**src/rtl/csa_block_serial_subtractor.sv**
```systemverilog
// Block-serial subtractor: D = A - B - Bin, one BLOCK_SIZE slice per clock.
// Both borrow speculations are formed per slice and the running carry picks one.
module csa_block_serial_subtractor #(
  parameter int unsigned DATA_WIDTH = 32,
  parameter int unsigned BLOCK_SIZE = 16
) (
  input  logic                  clk,
  input  logic                  rst_n,
  input  logic                  in_valid,
  output logic                  in_ready,
  input  logic [DATA_WIDTH-1:0] A,
  input  logic [DATA_WIDTH-1:0] B,
  input  logic                  Bin,
  output logic                  out_valid,
  input  logic                  out_ready,
  output logic [DATA_WIDTH-1:0] D,
  output logic                  Bout,
  output logic                  OVF
);

  localparam int unsigned Stages = DATA_WIDTH / BLOCK_SIZE;
  localparam int unsigned IdxW   = (Stages > 1) ? $clog2(Stages) : 1;
  localparam int unsigned Msb    = DATA_WIDTH - 1;

  if (DATA_WIDTH % BLOCK_SIZE != 0) begin : gen_width_check
    $error("DATA_WIDTH must be a multiple of BLOCK_SIZE");
  end

  typedef enum logic [1:0] {StIdle, StRun, StDone} state_e;

  state_e                state_q;
  logic [IdxW-1:0]       idx_q;
  logic [DATA_WIDTH-1:0] a_q, b_q, d_q;
  logic                  carry_q, bout_q, ovf_q, out_valid_q;

  logic [31:0]           base;
  logic [BLOCK_SIZE-1:0] a_k, b_k;
  logic [BLOCK_SIZE:0]   s0, s1, sel;
  logic                  last;

  // Subtraction as A + ~B + carry, where carry is the inverted running borrow.
  always_comb begin
    base = 32'(idx_q) * BLOCK_SIZE;
    a_k  = a_q[base +: BLOCK_SIZE];
    b_k  = b_q[base +: BLOCK_SIZE];
    s0   = {1'b0, a_k} + {1'b0, ~b_k};
    s1   = {1'b0, a_k} + {1'b0, ~b_k} + (BLOCK_SIZE + 1)'(1);
    sel  = carry_q ? s1 : s0;
    last = (idx_q == IdxW'(Stages - 1));
  end

  always_ff @(posedge clk or negedge rst_n) begin
    if (!rst_n) begin
      state_q     <= StIdle;
      idx_q       <= '0;
      a_q         <= '0;
      b_q         <= '0;
      d_q         <= '0;
      carry_q     <= 1'b0;
      bout_q      <= 1'b0;
      ovf_q       <= 1'b0;
      out_valid_q <= 1'b0;
    end else begin
      unique case (state_q)
        StIdle: begin
          if (in_valid) begin
            a_q     <= A;
            b_q     <= B;
            carry_q <= ~Bin;
            d_q     <= '0;
            idx_q   <= '0;
            state_q <= StRun;
          end
        end
        StRun: begin
          d_q[base +: BLOCK_SIZE] <= sel[BLOCK_SIZE-1:0];
          carry_q                 <= sel[BLOCK_SIZE];
          idx_q                   <= idx_q + IdxW'(1);
          if (last) begin
            bout_q      <= ~sel[BLOCK_SIZE];
            // The last slice's top bit is the msb of the final difference.
            ovf_q       <= (a_q[Msb] != b_q[Msb]) && (sel[BLOCK_SIZE-1] != a_q[Msb]);
            out_valid_q <= 1'b1;
            state_q     <= StDone;
          end
        end
        StDone: begin
          if (out_ready) begin
            out_valid_q <= 1'b0;
            state_q     <= StIdle;
          end
        end
        default: state_q <= StIdle;
      endcase
    end
  end

  assign in_ready  = (state_q == StIdle);
  assign out_valid = out_valid_q;
  assign D         = d_q;
  assign Bout      = bout_q;
  assign OVF       = ovf_q;

endmodule
```
**config.mk**
```make
export PLATFORM = sky130hd
export DESIGN_NAME = csa_block_serial_subtractor
export DESIGN_NICKNAME = d
export VERILOG_FILES = /design/src/rtl/csa_block_serial_subtractor.sv
export SDC_FILE = /design/constraint.sdc
export NUM_CORES = 1
export LEC_CHECK = 0
export ABC_AREA = 1
export CAP_MARGIN = 20
export CELL_PAD_IN_SITES_DETAIL_PLACEMENT = 1
export CELL_PAD_IN_SITES_GLOBAL_PLACEMENT = 1
export CORE_AREA = 4 4 143 145
export CTS_BUF_LIST = sky130_fd_sc_hd__clkbuf_4 sky130_fd_sc_hd__clkbuf_8 sky130_fd_sc_hd__clkbuf_16
export CTS_CLUSTER_SIZE = 24
export DETAILED_ROUTE_END_ITERATION = 10
export DIE_AREA = 0 0 147 149
export PLACE_DENSITY = 0.74
export SLEW_MARGIN = 15
export SYNTH_ARGS = -nofsm -noshare
export SYNTH_HDL_FRONTEND = slang
export SYNTH_SLANG_ARGS = --single-unit
```
**constraint.sdc**
```tcl
create_clock -name clk -period 6.8 [get_ports clk]
set_input_delay 0.68 -clock clk [delete_from_list [all_inputs] [get_ports clk]]
set_output_delay 0.68 -clock clk [all_outputs]
set_load 0.05 [all_outputs]
```
==> metrics.md <==
| Metric | Value |
|---|---|
| Status | finished, final reports clean |
| Simple-gate share of the synthesized area | 0.357 |
| Mapped Cells | 759 |
| Library cells used by synthesis | 32 |
| # rows | 51 |
| CTS Root Cell | clkbuf_16 |
| Crit path max fanout | 19 |
| Routed WL | 16,200 microns |
| Skew-Pair Late Insertion Delay | 0.36 ns |
| Worst path arrival time | 3.78 ns |
| Final Hold Fails | 0 |
| P&R area growth vs syn | 28.1% |
| Slew @ Worst Pin | 0.995 ns |
| Post-route ant nets | 0 |
| Overflow left after global routing | 0 |
| Hold Crit Class | input port to asynchronous set/reset pin |
| Peak Freq | 283 MHz |
| Maxcap violations | 0 |
| Synth Area in XOR/XNOR | 0.0200 |
| Via density | 4.45 |
| Share of cells above drive strength 1 | 0.0803 |
| Clock Path Buffers | 2 |
| Sequential cell area | 0.00258 sq mm |
| Post-CTS Setup Inserts | 0 |
| Top cell type's share of synthesized area | 0.453 |
| Initial core utilization | 0.296 |
| Total GRT Usage | 0.153 |
| Clock sink count | 103 |
| Synth Area in Compound Gates | 0.0478 |
| Minimum clock period | 3.53 ns |
| # resized after CTS | 0 |
| Pins Over Slew Limit | 0 |
| Top post-synthesis cells by area | dfrtp_1 (45%), nand2_1 (25%), ha_1 (3.7%) |
| Detailed Route Iter0 Violations | 183 |
| CTS Buf Count | 9 |
| Rel. slew slack | 0.336 |
| Yosys reg bits | 103 |
| CP Launch Type | register |
| CTS tree | yes |
| Antenna cell count | 0 |
| Final WS setup | 3.27 ns |
| H-tree depth | 3 |
| Critical path type | register to register |
| DP HPWL | 12,500 microns |
| CP Capture Type | register |
| Mapped Area | 0.00568 sq mm |
| Area taken by multi-input logic gates | 0.00279 sq mm |
| Core area | 0.0192 sq mm |
| Mux share of post-synthesis cell area | 0.0247 |
| Worst clock skew | 0.00673 ns |
| Sum Neg Setup Slack | 0 ns |
| Pre-antenna DRT Iters | 4 |
| R2r worst-path depth | 21 |
| Finish-stage setup viols | 0 |
| Die area | 0.0219 sq mm |
| Post-Syn Nets | 846 |
| Antenna violations before repair | 0 |
| Synth Area in Adders | 0.0409 |
| Crit share post-route | 0.519 |
| RSZ-0062 raised after global routing | no |
| Pre-CTS setup slack | 3.20 ns |
| Die width | 147 microns |
| Placed insts | 1,108 |
| Synthesized area per cell | 7.49 sq um |
| Leading area contributor after synthesis | dfrtp_1 |
| Die Y | 149 microns |
| Io pins | 105 |
| Filler Cells Inserted | 2,407 |
| Sequential area share after synthesis | 0.453 |
| First-pass GRT wire length | 26,800 microns |
| Vias in the first global route | 5,303 |
| Pin count of the biggest net entering global routing | 85 |
| Critical path required time | 7.05 ns |
| Gpl congestion | 0.872 |
| # DRC | 0 |
| Vias | 4,999 |
| Hold-fix buffers, CTS | 0 |
| Clock slew seen by the registers of the worst setup and hold paths | 0.07 ns |
| Largest family of logic cells by synthesized area | simple AND/OR/NAND/NOR gates |
| Buffers on Ports | 104 |
| DR WL/cell | 14.4 microns |
| Nets | 941 |
| YS warnings | 0 |
| Final non-filler cell total | 1,124 |
logic make-up after synthesis:
kind of cell / after synthesis
compound gates: 51
xor+xnor: 13
fa+ha+maj: 18
buf+inv: 84
flops: 103
mux: 14
simple gates: 476
area by class of cell:
class                   instances  share of cell area
multi-input cells             572               0.384
flip-flops and latches        103               0.354
repair buffers                107               0.146
well taps                     265              0.0455
clock buffers                  13              0.0368
inverters                      61              0.0314
clock inverters                 3             0.00241
registers in the layout (all words and copies together) (netlist names):
signal	count
out_valid	1
a_q	32
state_q	2
carry_q	1
Bout	1
D	32
OVF	1
b_q	32
idx_q	1
stage by stage:
step | hold slack [ns] | instance area, sq um | util
2_1_floorplan | 0.384 | 5680 | -
3_3_place_gp | 0.462 | 6990 | 0.364
3_5_place_dp | 0.465 | 6990 | 0.364
4_1_cts | 0.181 | 7280 | 0.379
5_1_grt | 0.197 | 7280 | 0.379
6_report | 0.189 | 7280 | 0.379
cells in the final DEF (no fill, tap or decap), types with 3 or more instances in the layout:
cell type / instances
mux2i_1: 14
o21ai_1: 6
nand3_2: 4
nor2_4: 4
inv_1: 54
nor2_1: 23
ha_1: 17
nor2_2: 5
inv_2: 6
o21ai_0: 30
buf_4: 3
clkdlybuf4s50_1: 103
clkbuf_16: 9
dfrtp_1: 103
nand2_2: 20
nand4_1: 3
xor2_1: 5
nand2_4: 4
nand2_1: 374
a21oi_1: 11
xnor2_1: 8
nand3_1: 32
final timing paths:
check	from	endpoint	slack (ns)
min in group clk	a_q[1]	a_q[1]	0.48
worst min-delay path	rst_n	D[18]	0.19
worst min register to register	a_q[1]	a_q[1]	0.48
worst max register to register	idx_q	OVF	3.27
max in group asynchronous	rst_n	b_q[25]	5.58
worst max-delay path	idx_q	OVF	3.27
critical path: stages (launching register included):
cell and delay (ns):
dfrtp_1 0.35, clkinv_1 0.44, or2_2 0.47, o21ai_0 0.12, inv_1 0.10, fa_1 0.45, inv_1 0.15, nand3_1 0.13
nand2_2 0.11, nand2_2 0.06, nand2_2 0.06, nand2_1 0.06, nand2_2 0.09, nand2_2 0.08, nor2_4 0.14, nand2_1 0.10
nor2_2 0.08, nand3_1 0.10, nand2_1 0.14, nand2_1 0.06, nand3_1 0.06, nand2_1 0.05
layer usage:
layer	vias up	part of all wire	GRT usage
met3	23	0.039	0.0325
met1	2348	0.46	0.193
met5	-	0	0
li1	2533	-	-
met2	95	0.47	0.261
met4	0	0.025	0.0545
Yosys cell counts, drive strengths merged:
| cell | number |
|---|---|
| o21ai | 36 |
| nor2 | 33 |
| a22o | 2 |
| ha | 17 |
| buf | 6 |
| mux2i | 14 |
| o21bai | 2 |
| or2 | 2 |
| xnor2 | 8 |
| nand3 | 38 |
| a21oi | 11 |
| clkinv | 1 |
| and2 | 1 |
| dfrtp | 103 |
| nand2 | 398 |
| inv | 60 |
| xor2 | 5 |
| fa | 1 |
| clkbuf | 17 |
| nor3 | 1 |
| nand4 | 3 |
Power is left out: the tool's default activity adds up to more than one toggle a clock period on the data nets, which glitch-free logic cannot reach.
